`src/rtl/hidden_program_sequencer.sv`:
```
// hidden_program_sequencer
// Program store and fetch controller for the 4-register HiddenCPU core.
// A host loads 6-bit instructions into an internal buffer while idle. A run
// command resets the core for one cycle, then feeds it instructions fetched at
// its own pc, one per issued step, until the pc leaves the program or the step
// budget is used up.
//
// Ports:
//   clk, rst         clock, synchronous active-high reset
//   load_valid/data  host instruction offer {opcode, addrA, addrB}
//   load_ready       buffer accepts load_data this cycle (IDLE and not full)
//   load_clear       empty the buffer and clear err_overflow
//   run              start execution (IDLE with a program, or HALT)
//   step_mode        1 = issue only on step_req
//   step_req         single-step request
//   max_steps        step budget, 0 = unlimited
//   core_pc          core's current pc
//   core_instr       instruction presented to the core (0 outside RUN)
//   core_issue       core clock-enable
//   core_rst         core reset
//   busy / halted    state is CORE_RST or RUN / state is HALT
//   prog_len         number of instructions loaded
//   steps            instructions issued since the last run
//   err_overflow     sticky: load attempted while the buffer was full
//
// state    | meaning
// IDLE     | host may load or clear the buffer; run starts execution
// CORE_RST | single cycle holding the core in reset
// RUN      | fetch at core_pc and issue steps
// HALT     | execution stopped; run re-executes, load_clear returns to IDLE

module hidden_program_sequencer #(
  parameter int DEPTH  = 16,
  parameter int AW     = 4,
  parameter int STEP_W = 8
) (
  input  logic              clk,
  input  logic              rst,
  input  logic              load_valid,
  input  logic [5:0]        load_data,
  output logic              load_ready,
  input  logic              load_clear,
  input  logic              run,
  input  logic              step_mode,
  input  logic              step_req,
  input  logic [STEP_W-1:0] max_steps,
  input  logic [7:0]        core_pc,
  output logic [5:0]        core_instr,
  output logic              core_issue,
  output logic              core_rst,
  output logic              busy,
  output logic              halted,
  output logic [AW:0]       prog_len,
  output logic [STEP_W-1:0] steps,
  output logic              err_overflow
);

  typedef enum logic [1:0] {
    IDLE     = 2'd0,
    CORE_RST = 2'd1,
    RUN      = 2'd2,
    HALT     = 2'd3
  } state_t;

  state_t            state_q, state_d;
  logic [AW:0]       prog_len_q, prog_len_d;
  logic [STEP_W-1:0] steps_q, steps_d;
  logic              err_q, err_d;
  logic              wr_en;
  logic [5:0]        mem_q [DEPTH];

  logic pc_out;
  logic budget_done;

  // Full-width compare so a pc beyond the buffer index range still halts.
  assign pc_out      = ({24'd0, core_pc} >= 32'(prog_len_q));
  assign budget_done = (max_steps != '0) && (steps_q == max_steps);

  always_ff @(posedge clk) begin
    if (rst) begin
      state_q    <= IDLE;
      prog_len_q <= '0;
      steps_q    <= '0;
      err_q      <= 1'b0;
    end else begin
      state_q    <= state_d;
      prog_len_q <= prog_len_d;
      steps_q    <= steps_d;
      err_q      <= err_d;
    end
  end

  // Buffer contents are not reset; prog_len=0 makes them unreachable.
  always_ff @(posedge clk) begin
    if (wr_en) begin
      mem_q[prog_len_q[AW-1:0]] <= load_data;
    end
  end

  always_comb begin
    state_d    = state_q;
    prog_len_d = prog_len_q;
    steps_d    = steps_q;
    err_d      = err_q;
    wr_en      = 1'b0;
    load_ready = 1'b0;
    core_issue = 1'b0;
    core_instr = '0;

    unique case (state_q)
      IDLE: begin
        load_ready = (prog_len_q < (AW+1)'(DEPTH));
        if (load_clear) begin
          // Clear wins over a same-cycle load or run.
          prog_len_d = '0;
          err_d      = 1'b0;
        end else if (load_valid) begin
          if (load_ready) begin
            wr_en      = 1'b1;
            prog_len_d = prog_len_q + 1'b1;
          end else begin
            err_d = 1'b1;
          end
        end else if (run && (prog_len_q != '0)) begin
          state_d = CORE_RST;
          steps_d = '0;
        end
      end

      CORE_RST: begin
        state_d = RUN;
      end

      RUN: begin
        core_instr = mem_q[core_pc[AW-1:0]];
        if (pc_out || budget_done) begin
          state_d = HALT;
        end else begin
          // Gated by rst so the core never sees an issue while in reset.
          core_issue = (!step_mode || step_req) && !rst;
          if (core_issue && (steps_q != '1)) begin
            steps_d = steps_q + 1'b1;
          end
        end
      end

      HALT: begin
        if (run) begin
          state_d = CORE_RST;
          steps_d = '0;
        end else if (load_clear) begin
          state_d    = IDLE;
          prog_len_d = '0;
          err_d      = 1'b0;
        end
      end

      default: state_d = IDLE;
    endcase
  end

  assign core_rst     = rst || (state_q == CORE_RST);
  assign busy         = (state_q == CORE_RST) || (state_q == RUN);
  assign halted       = (state_q == HALT);
  assign prog_len     = prog_len_q;
  assign steps        = steps_q;
  assign err_overflow = err_q;

endmodule
```
`config.mk`:
```
export PLATFORM = sky130hd
export DESIGN_NAME = hidden_program_sequencer
export DESIGN_NICKNAME = d
export VERILOG_FILES = /design/src/rtl/hidden_program_sequencer.sv
export SDC_FILE = /design/constraint.sdc
export NUM_CORES = 1
export LEC_CHECK = 0
export BUFFER_PORTS_ARGS = -buffer_cell sky130_fd_sc_hd__buf_2
export CAP_MARGIN = 20
export CORE_MARGIN = 3
export CORE_UTILIZATION = 55
export DETAILED_ROUTE_END_ITERATION = 6
export GPL_ROUTABILITY_DRIVEN = 0
export PLACE_DENSITY = 0.78
export SYNTH_ARGS = -nofsm -noshare
export SYNTH_HDL_FRONTEND = slang
export SYNTH_SLANG_ARGS = --single-unit
```
`constraint.sdc`:
```
create_clock -name clk -period 7.85 [get_ports clk]
set_clock_uncertainty 0.2 [all_clocks]
set_input_delay 1.57 -clock clk [delete_from_list [all_inputs] [get_ports clk]]
set_output_delay 1.57 -clock clk [all_outputs]
set_load 0.03 [all_outputs]
```
=== Yosys cells after proc, flatten, opt, wreduce, memory -nomap -nowiden ===
Memories as Yosys holds them, arrays and structs flattened.
Index checks and enable logic that the tools add are counted.
W data, S select, Z words.

* Input port bits: 29
* Memories: 1
* Output and inout port bits: 25
* Memory bits (writable): 96
* Logic and storage cells: 82
* Register bits after elaboration: 16

{| class="wikitable"
|+ Memory list
! name !! words !! bits a word !! rd ports !! clocked after Yosys merged registers in !! wr ports !! RTL line !! source
|-
| mem_q || 16 || 6 || 1 || 0 || 1 || 70 || <nowiki>logic [5:0] mem_q [DEPTH];</nowiki>
|}

* Reductions and logical operators: 19
* Add/subtract/negate cells: 2
* Magnitude comparators: 2
* Multiplexer cells: 36
* Eq/ne operators: 18

{| class="wikitable"
|+ Operators by type and width
! cell !! number
|-
| $mux W8 || 6
|-
| $mux W5 || 5
|-
| $pmux W8 S3 || 1
|-
| $ne A2 B2 Y1 const B || 9
|-
| $reduce_and A5 Y1 || 3
|-
| $mux W1 || 14
|-
| $mux W2 || 6
|-
| $ne A3 B3 Y1 const B || 4
|-
| $pmux W5 S2 || 1
|-
| $add A8 B1 Y8 const B || 1
|-
| $eq A8 B8 Y1 || 1
|-
| $ge A8 B5 Y1 || 1
|-
| $ne A8 B8 Y1 const B || 1
|-
| $pmux W2 S4 || 1
|-
| $reduce_bool A8 Y1 || 1
|-
| $reduce_and A7 Y1 || 1
|-
| $mux W6 || 1
|-
| $add A5 B1 Y5 const B || 1
|-
| $lt A5 B5 Y1 const B || 1
|-
| $reduce_bool A5 Y1 || 1
|-
| $eq A2 B2 Y1 const B || 2
|-
| $logic_and A1 B1 Y1 || 4
|-
| $logic_or A1 B1 Y1 || 4
|-
| $reduce_bool A3 Y1 || 1
|-
| 5 further kinds || 6
|}

=== Depth between registers and ports, before layout ===
Gate-level depths: netlist (run 1).

* Word-level depth: 7
* Depth in mapped cells: 11
* Mapped depth without buffers: 8

=== Worst setup path after synthesis (run 1) ===
No wires, ideal clock.

* Path type: input port to output port
* From: input port core_pc[0]
* To: output port core_issue
* Path buffers: 2
* Data required time: 6.080 ns
* Setup slack: 2.709 ns
* Stages: 8
* Data arrival time: 3.371 ns
* Path through: buf_6 -> buf_6 -> inv_1 -> ha_1 -> a311oi_1 -> a21o_1 -> nand4_1 -> nor3_1

* Word-level cells in the longest chain between the ends: 4

{| class="wikitable"
|+ RTL lines
! element !! RTL line !! source
|-
| from (decl) || 47 || <nowiki>input logic [7:0] core_pc,</nowiki>
|-
| $ge A8 B5 Y1 || 76 || <nowiki>assign pc_out = ({24'd0, core_pc} >= 32'(prog_len_q));</nowiki>
|-
| $logic_or A1 B1 Y1 || 136 || <nowiki>if (pc_out || budget_done) begin</nowiki>
|-
| $mux W1 || 136 ||
|-
| $mux W1 || 110 || <nowiki>unique case (state_q)</nowiki>
|-
| to (decl) || 49 || <nowiki>output logic core_issue,</nowiki>
|}

No other way between the ends.

=== Worst setup path in the final report (run 1) ===
* From: input port core_pc[0]
* To: output port core_instr[0]

* Word-level cells in the longest chain between the ends: 2

{| class="wikitable"
|+ RTL lines
! element !! RTL line !! source
|-
| $mem_v2 Z16 W6 || - ||
|-
| $mux W6 || 110 ||
|-
| to (decl) || 48 || <nowiki>output logic [5:0] core_instr,</nowiki>
|}

No other way between the ends.

==> results.py, run 1 <==
metrics = {
    "placed_design": {
        "dp_cells": 466,
        "pre_cts_ws_ns": 2.36,
        "portBuffers": 53,
        "dpl.hpwl_um": 6980,
    },
    "synthesis": {
        "netlist_instances": 315,
        "ys_types": 44,
        "synth-edff-count": 96,
        "synthesis.area_um2": 4980,
        "yosys.cell_count.top_type": "edfxtp_1",
        "synth_simple_gate_area_frac": 0.0947,
        "async_reset_ff_frac": 0,
        "synth.yosys.seq_area_share": 0.643,
        "synth_warnings": 0,
        "synth_ff_type": "edfxtp_1",
        "synth_common_cells": "edfxtp_1, mux4_2, nor2_1, dfxtp_1, nand2_1",
        "synth_largest_area_cell": "edfxtp_1",
        "synthXorXnorAreaFrac": 0.0193,
        "synth.net_count": 358,
        "synth_fa_ha_area_frac": 0.0352,
        "ys_ff_latch": 112,
        "synthMuxAreaShare": 0.141,
        "synth_top_family_by_area": "multiplexers",
        "synth_compound_area_frac": 0.0422,
        "avgSynthCellArea_um2": 15.8,
        "synth.top_cell.area_share": 0.579,
        "ys_top_cells_by_area": "edfxtp_1, mux4_2, dfxtp_1",
    },
    "global_route": {
        "gr-usage-all-layers": 0.205,
        "grt-ovfl-total": 0,
        "gr-usage-met1": 0.301,
        "grt_busiest_layer": "met2",
        "antenna_found_initial": 0,
        "grt_pass1_wl_um": 15400,
        "gr-usage-met3": 0.0379,
        "met2_usage": 0.312,
        "grt_max_degree": 26,
        "grt_pass1_vias": 2766,
    },
    "sta": {
        "fin_crit_sh": 0.694,
        "drv_slew": 0,
        "hold_violations": 0,
        "relSlewSlack": 0.257,
        "worstMarginPinSlew_ns": 1.11,
        "setup_violations": 0,
        "period_minus_slack_ns": 5.45,
        "fin_setup_tns_ns": 0,
        "setup_ws_ns": 2.40,
        "rsz0062_at_grt": "no",
        "clock.fmax_mhz": 183,
    },
    "critical_path": {
        "end_kind": "output port",
        "worstPathArrival_ns": 3.68,
        "cp.required_ns": 6.08,
        "path_buf_inv": 2,
        "cpLargestDelayFamily": "multiplexers",
        "r2r_end": "steps[6]",
        "path_max_fanout": 25,
        "critPathLaunch": "core_pc[0]",
        "rr_worst_depth": 7,
        "crit_chain": "buf_2 > mux4_2 > mux4_2 > and2_1 > buf_2",
        "regToRegStartpoint": "prog_len[2]",
        "crit_slowest_cell": "mux4_2",
        "crit_path_max_incr_delay_ns": 0.65,
        "cp-start-kind": "primary input",
        "regToRegSetupSlack_ns": 5.14,
        "path_class": "in2out",
    },
    "die": {
        "rows": 34,
        "die_y_um": 101,
        "initial_core_util": 0.568,
        "die_w_um": 101,
        "coreArea_um2": 8760,
        "ioPinCount": 54,
        "dieArea_um2": 10200,
    },
    "clock_tree": {
        "clkSlewWorstSetupHoldPaths_ns": 0.10,
        "clk_latency_ns": 0.37,
        "cts_resized": 0,
        "postCtsHoldBufs": 0,
        "post_cts_buffers": 0,
        "cts_root_buf": "clkbuf_8",
        "htreeDepth": 3,
        "cts_tree": "yes",
        "clk_path_buf_depth": 2,
        "cts_sinks": 112,
        "numCtsBuffers": 9,
    },
    "worst_hold_path": {
        "hold_start": "err_overflow",
        "whs_path_depth": 2,
        "holdCritPathClass": "reg2reg",
        "min_to": "err_overflow",
    },
    "final_layout": {
        "final_core_util": 0.634,
        "drive_gt1_frac": 0.281,
        "finalNetCount": 412,
        "instances_no_fill": 482,
        "syn_to_final_growth_pct": 11.5,
        "fillCellCount": 618,
        "antenna-diode-count": 0,
    },
    "routing": {
        "wirelength_um": 9880,
        "vias_per_cell": 6.01,
        "postRouteAntennaNets": 0,
        "wl_per_cell_um": 20.5,
        "drc": 0,
        "num_vias": 2895,
        "first_pass_iters": 5,
        "first_iter_violations": 207,
    },
    "run_status": {
        "run_status": "complete, no violations",
    },
    "power_and_ir_drop": {
        "powerDensity_nw_per_um2": 233,
        "leakagePower_uw": 0.00194,
        "p_total_uw": 1290,
        "worst_ir_drop_vdd_mv": 0.123,
    },
    "flow_run": {
        "drv_cap": 0,
    },
}
## logic make-up after synthesis
kind of cell    count (synthesis)
compound gates                 31
buf+inv                        25
mux                            32
simple gates                   90
xor+xnor                       11
fa+ha+maj                      14
flops                         112
## layout by cell type, fill, tap and decap left out, types with 2 or more instances in the layout
cell type	instances
edfxtp_1	96
buf_2	53
mux4_2	28
nor2_1	24
dfxtp_1	16
nand2_1	15
ha_1	14
inv_1	12
nand3_1	9
clkbuf_8	9
a21oi_1	8
and2_1	7
nor3_1	6
xor2_1	6
nor2b_1	5
o21ai_0	5
xnor2_1	5
o211ai_1	5
nand4_1	4
nor4_1	3
buf_4	3
mux4_1	2
and3_1	2
or2_2	2
a211oi_1	2
nor4b_1	2
o31ai_1	2
mux2i_1	2
o22ai_1	2
nand2b_1	2
and3b_1	2
or4_1	2
a221oi_1	2
inv_8	2
inv_6	2
clkinv_8	2
## sequential cells by signal, summed over array words and instances, names as in the netlist
signal        count
mem_q            96
steps             8
prog_len          5
state_q           2
err_overflow      1
## power by group
group / total, uW / internal [uW] / switching (uW) / leakage, uW
registers: 680 / 664 / 15.7 / 0.000994
clock network: 367 / 160 / 208 / 0.000114
logic: 245 / 91.5 / 153 / 0.000828
## layer usage
layer	wire length, um	part of all wire	vias to the layer above
met5	0	0	-
met4	148	0.015	0
met3	541	0.055	13
met2	4930	0.50	93
met1	4260	0.43	1455
li1	-	-	1334
## stage by stage
step / area, um^2 / hold slack, ns
3_5_place_dp: 5330 / 0.279
6_report: 5550 / 0.300
5_1_grt: 5550 / 0.337
4_1_cts: 5550 / 0.303
2_1_floorplan: 4980 / 0.330
3_3_place_gp: 5310 / 0.270
## worst min-delay path: stages (launching register included)
cell and delay (ns):
dfxtp_1 0.34, a21oi_1 0.06, nor2_1 0.07
## worst max-delay path by stage
stage | cells after the start | end | slack [ns]
final | 5 | core_instr[0] | 2.40
after global routing | 8 | core_issue | 2.19
after CTS | 5 | core_instr[1] | 2.36
after detailed placement | 5 | core_instr[1] | 2.36
after global placement | 5 | core_instr[5] | 2.37
after floorplan | 8 | core_issue | 2.71
## area by class of cell
type	count	area (um^2)	share of cell area
sequential	112	3200	0.577
multi-input combinational	178	1660	0.298
timing repair buffer	56	288	0.0518
tap	108	135	0.0243
clock buffer	9	124	0.0223
clock inverter	7	103	0.0185
inverter	12	45.0	0.00811
No activity file was read; power rests on OpenSTA's default activity.
==> run 2: changes to the inputs <==
--- a/config.mk
+++ b/config.mk
@@ -8,10 +8,10 @@
 export BUFFER_PORTS_ARGS = -buffer_cell sky130_fd_sc_hd__buf_2
 export CAP_MARGIN = 20
 export CORE_MARGIN = 3
-export CORE_UTILIZATION = 55
+export CORE_UTILIZATION = 53
 export DETAILED_ROUTE_END_ITERATION = 6
 export GPL_ROUTABILITY_DRIVEN = 0
-export PLACE_DENSITY = 0.78
+export PLACE_DENSITY = 0.79
 export SYNTH_ARGS = -nofsm -noshare
 export SYNTH_HDL_FRONTEND = slang
 export SYNTH_SLANG_ARGS = --single-unit
==> constraint.sdc (replaced) <==
create_clock -name clk -period 4.51 [get_ports clk]
set_clock_uncertainty 0.2 [all_clocks]
set_input_delay 0.902 -clock clk [delete_from_list [all_inputs] [get_ports clk]]
set_output_delay 0.902 -clock clk [all_outputs]
set_load 0.03 [all_outputs]
==> run 2 against run 1 <==
Compared with the run above:
- non-clock buffer count is 3 higher
- flip-flop and latch count unchanged
- wire length grew 0.82%
- combinational power grew 72%
- count of clock-buffer cells in the layout did not move
- hold slack better by 0.017 ns
- first-iteration DRC count increased by 34%
- core utilization down 1.0 points
- largest power group unchanged
- global-route usage shrank 0.56 points
- final cell count grew 0.62%
- via count is 1.9% higher
- largest cell class unchanged
- die area up 3.5%
==> results.py, run 2 (same netlist as run 1, synthesis figures left out) <==
metrics = {
    "power_and_ir_drop": {
        "p_comb_frac": 0.189,
        "switchingPower_uw": 681,
        "powerDensity_nw_per_um2": 401,
        "internal_power_uw": 1550,
        "leakagePower_uw": 0.00194,
        "worst_ir_drop_vdd_mv": 0.254,
        "p_sw_frac": 0.305,
        "clockPowerShare": 0.281,
        "seqPwrFrac": 0.530,
    },
    "critical_path": {
        "worstPathArrival_ns": 2.90,
        "path_max_fanout": 11,
        "path_class": "in2out",
        "regToRegSetupSlack_ns": 1.80,
        "critPathLaunch": "core_pc[0]",
        "cp-start-kind": "primary input",
        "end_kind": "output port",
        "regToRegStartpoint": "prog_len[2]",
        "cp.required_ns": 3.41,
        "rr_worst_depth": 7,
        "r2r_end": "steps[6]",
    },
    "global_route": {
        "grt-ovfl-total": 0,
        "grt_pass1_vias": 2872,
        "grt_pass1_wl_um": 15400,
        "gr-usage-all-layers": 0.199,
        "antenna_found_initial": 0,
        "grt_max_degree": 25,
    },
    "routing": {
        "first_pass_iters": 5,
        "postRouteAntennaNets": 0,
        "drc": 0,
        "wl_per_cell_um": 20.5,
        "first_iter_violations": 278,
        "vias_per_cell": 6.08,
        "num_vias": 2950,
        "wirelength_um": 9960,
    },
    "final_layout": {
        "drive_gt1_frac": 0.286,
        "layout_commonest_cell": "edfxtp_1",
        "final_core_util": 0.624,
        "syn_to_final_growth_pct": 11.8,
        "finalNetCount": 415,
        "mostFrequentLayoutCells": "edfxtp_1, buf_2, mux4_2",
        "largest_reg_flops": 96,
        "antenna-diode-count": 0,
    },
    "clock_tree": {
        "postCtsHoldBufs": 0,
        "post_cts_buffers": 0,
        "numCtsBuffers": 9,
        "cts_tree": "yes",
        "cts_resized": 0,
        "clk_latency_ns": 0.37,
        "cts_root_buf": "clkbuf_8",
        "clkSlewWorstSetupHoldPaths_ns": 0.11,
        "cts_sinks": 112,
        "clk_path_buf_depth": 2,
        "htreeDepth": 3,
    },
    "placed_design": {
        "pre_cts_ws_ns": 0.457,
        "portBuffers": 53,
        "dpl.hpwl_um": 6910,
    },
    "worst_hold_path": {
        "hold_start": "err_overflow",
        "holdCritPathClass": "reg2reg",
        "whs_path_depth": 2,
        "min_to": "err_overflow",
    },
    "sta": {
        "hold_violations": 0,
        "worstMarginPinSlew_ns": 1.06,
        "drv_slew": 0,
        "fin_setup_tns_ns": 0,
        "rsz0062_at_grt": "no",
        "fin_crit_sh": 0.887,
        "relSlewSlack": 0.285,
        "setup_violations": 0,
        "clock.fmax_mhz": 250,
        "setup_ws_ns": 0.510,
        "period_minus_slack_ns": 4.00,
    },
    "die": {
        "rows": 34,
        "dieArea_um2": 10600,
        "initial_core_util": 0.558,
        "ioPinCount": 54,
        "die_w_um": 103,
        "die_y_um": 103,
        "coreArea_um2": 8930,
    },
    "flow_run": {
        "drv_cap": 0,
    },
    "run_status": {
        "run_status": "complete, no violations",
    },
}
-- run 2: cell count changes in the layout (fill, tap and decap cells not counted) --
cell       delta
buf_4         +1
bufinv_16     -1
clkbuf_4      +2
inv_12        +2
inv_6         -1
-- run 2: area by class of cell --
cell class / instances / area (um^2)
inverters: 12 / 45.0
fillers: 635 / 3360
multi-input cells: 178 / 1660
flip-flops and latches: 112 / 3200
clock inverters: 7 / 96.3
repair buffers: 59 / 310
well taps: 108 / 135
clock buffers: 9 / 124
-- run 2: per-layer routing --
metal / global-route usage / wire [um]
met1: 0.293 / 4290
met2: 0.312 / 4830
met3: 0.0413 / 716
met4: 0.0458 / 129
met5: 0 / 0
-- run 2: stage by stage --
stage	hold WS, ns	cells	instance area, um^2	total power (uW)
after floorplan	0.330	315	4980	1500
after global placement	0.271	467	5340	1620
after detailed placement	0.285	467	5340	1630
after CTS	0.312	483	5560	2240
after global routing	0.338	485	5570	2330
final	0.317	485	5570	2230
-- run 2: how the worst max path moves through the flow --
stage / endpoint / slack (ns) / cells past startpoint
after floorplan: core_issue / 0.70 / 8
after global placement: core_instr[4] / 0.49 / 6
after detailed placement: core_instr[4] / 0.46 / 6
after CTS: core_instr[4] / 0.45 / 6
after global routing: core_issue / 0.31 / 9
final: core_instr[4] / 0.51 / 6
-- run 2: critical path, stage by stage --
cell    delay, ns
buf_2        0.32
buf_4        0.32
mux4_2       0.53
mux4_2       0.48
and2_1       0.17
buf_2        0.17
-- run 2: power by group through the flow --
stage               registers [uW]  logic [uW]  clock network (uW)
global placement              1210         410                   0
floorplan                     1210         288                   0
CTS                           1180         422                 635
finish                        1180         421                 627
detailed placement            1210         419                   0
global route                  1190         462                 681
==> run 3: changes to the inputs <==
--- a/config.mk
+++ b/config.mk
@@ -8,10 +8,10 @@
 export BUFFER_PORTS_ARGS = -buffer_cell sky130_fd_sc_hd__buf_2
 export CAP_MARGIN = 20
 export CORE_MARGIN = 3
-export CORE_UTILIZATION = 53
+export CORE_UTILIZATION = 55
 export DETAILED_ROUTE_END_ITERATION = 6
 export GPL_ROUTABILITY_DRIVEN = 0
-export PLACE_DENSITY = 0.79
+export PLACE_DENSITY = 0.78
 export SYNTH_ARGS = -nofsm -noshare
 export SYNTH_HDL_FRONTEND = slang
 export SYNTH_SLANG_ARGS = --single-unit
==> constraint.sdc (replaced) <==
create_clock -name clk -period 4.8 [get_ports clk]
set_clock_uncertainty 0.2 [all_clocks]
set_input_delay 0.96 -clock clk [delete_from_list [all_inputs] [get_ports clk]]
set_output_delay 0.96 -clock clk [all_outputs]
set_load 0.03 [all_outputs]
==> run 3 against run 2 <==
Compared with the run above:
- final cell count shrank 0.62%
- sequential power shrank 6%
- design area barely moved
- wire length grew 0.21%
- count of clock-buffer cells in the layout unchanged
- total power is 5.0% lower
- via count down 1.7%
- critical path depth unchanged
- global-route usage up 0.34 points
- largest cell class unchanged
==> results.py, run 3 (same netlist as run 1, synthesis figures left out) <==
metrics = {
    "final_layout": {
        "multi_input_area_um2": 1660,
        "drive_gt1_frac": 0.281,
        "syn_to_final_growth_pct": 11.8,
        "antenna-diode-count": 0,
        "regArea_um2": 3200,
        "mostFrequentLayoutCells": "edfxtp_1, buf_2, mux4_2",
        "largest_reg_flops": 96,
        "fillCellCount": 613,
        "finalNetCount": 412,
        "final_core_util": 0.635,
        "layout_commonest_cell": "edfxtp_1",
    },
    "critical_path": {
        "path_class": "in2out",
        "cp.required_ns": 3.64,
        "path_max_fanout": 16,
        "cp-start-kind": "primary input",
        "end_kind": "output port",
        "worstPathArrival_ns": 3.03,
    },
    "routing": {
        "drc": 0,
        "vias_per_cell": 6.02,
        "num_vias": 2901,
        "first_iter_violations": 289,
        "wl_per_cell_um": 20.7,
        "postRouteAntennaNets": 0,
        "first_pass_iters": 4,
        "wirelength_um": 9980,
    },
    "placed_design": {
        "dpl.hpwl_um": 7000,
        "portBuffers": 53,
    },
    "global_route": {
        "gr-usage-all-layers": 0.203,
        "antenna_found_initial": 0,
        "grt_pass1_wl_um": 15100,
        "grt_max_degree": 26,
        "grt_pass1_vias": 2752,
        "grt-ovfl-total": 0,
    },
    "sta": {
        "fin_crit_sh": 0.873,
        "relSlewSlack": 0.298,
        "worstMarginPinSlew_ns": 1.05,
        "hold_violations": 0,
        "setup_violations": 0,
        "clock.fmax_mhz": 239,
        "period_minus_slack_ns": 4.19,
        "fin_setup_tns_ns": 0,
        "rsz0062_at_grt": "no",
        "drv_slew": 0,
    },
    "die": {
        "rows": 34,
        "die_w_um": 101,
        "dieArea_um2": 10200,
        "die_y_um": 101,
        "coreArea_um2": 8760,
        "ioPinCount": 54,
        "initial_core_util": 0.568,
    },
    "clock_tree": {
        "cts_tree": "yes",
        "cts_resized": 0,
        "clk_latency_ns": 0.37,
        "postCtsHoldBufs": 0,
        "cts_sinks": 112,
        "clk_path_buf_depth": 2,
        "clkSlewWorstSetupHoldPaths_ns": 0.10,
        "post_cts_buffers": 0,
        "cts_root_buf": "clkbuf_8",
        "htreeDepth": 3,
        "numCtsBuffers": 9,
    },
    "worst_hold_path": {
        "holdCritPathClass": "reg2reg",
    },
    "run_status": {
        "run_status": "complete, no violations",
    },
    "power_and_ir_drop": {
        "worst_ir_drop_vdd_mv": 0.262,
        "powerDensity_nw_per_um2": 381,
        "leakagePower_uw": 0.00194,
        "p_total_uw": 2120,
    },
    "flow_run": {
        "drv_cap": 0,
    },
}
## run 3: worst max-delay path, stage by stage
cell,delay (ns)
buf_2,0.45
buf_12,0.22
mux4_2,0.53
mux4_2,0.52
and2_1,0.17
buf_2,0.17
## run 3: layout make-up
| cell class | count | share of cell area |
|---|---|---|
| Timing Repair Buffer | 56 | 0.0530 |
| Clock inverter | 7 | 0.0193 |
| Tap cell | 108 | 0.0243 |
| Inverter | 12 | 0.00809 |
| Sequential cell | 112 | 0.575 |
| Multi-Input combinational cell | 178 | 0.298 |
| Clock buffer | 9 | 0.0223 |
## run 3: worst paths after layout
check	cells past startpoint	to	slack, ns	from
setup / recovery	6	core_instr[2]	0.61	core_pc[0]
hold / removal	2	err_overflow	0.31	err_overflow
setup reg to reg	7	steps[6]	2.12	prog_len[2]
hold reg to reg	2	err_overflow	0.31	err_overflow
## run 3: metal layers
metal  track usage  up-vias  part of all wire
met5             0        -                 0
met4        0.0562        0            0.0098
met3        0.0413        6             0.067
met2         0.329       99              0.51
met1         0.283     1457              0.42
li1              -     1339                 -
## run 3: metrics by stage
step	hold WS, ns	std cells	setup WS (ns)	cell area [um^2]
global route	0.328	482	0.460	5570
detailed placement	0.293	464	0.561	5330
global placement	0.272	464	0.622	5330
floorplan	0.330	315	0.879	4980
finish	0.310	482	0.609	5570
CTS	0.315	480	0.564	5560
## run 3: report_power, final
part           leakage (uW)  internal (uW)  switching [uW]
registers          0.000994           1090            25.6
logic              0.000832            148             247
clock network      0.000115            263             349
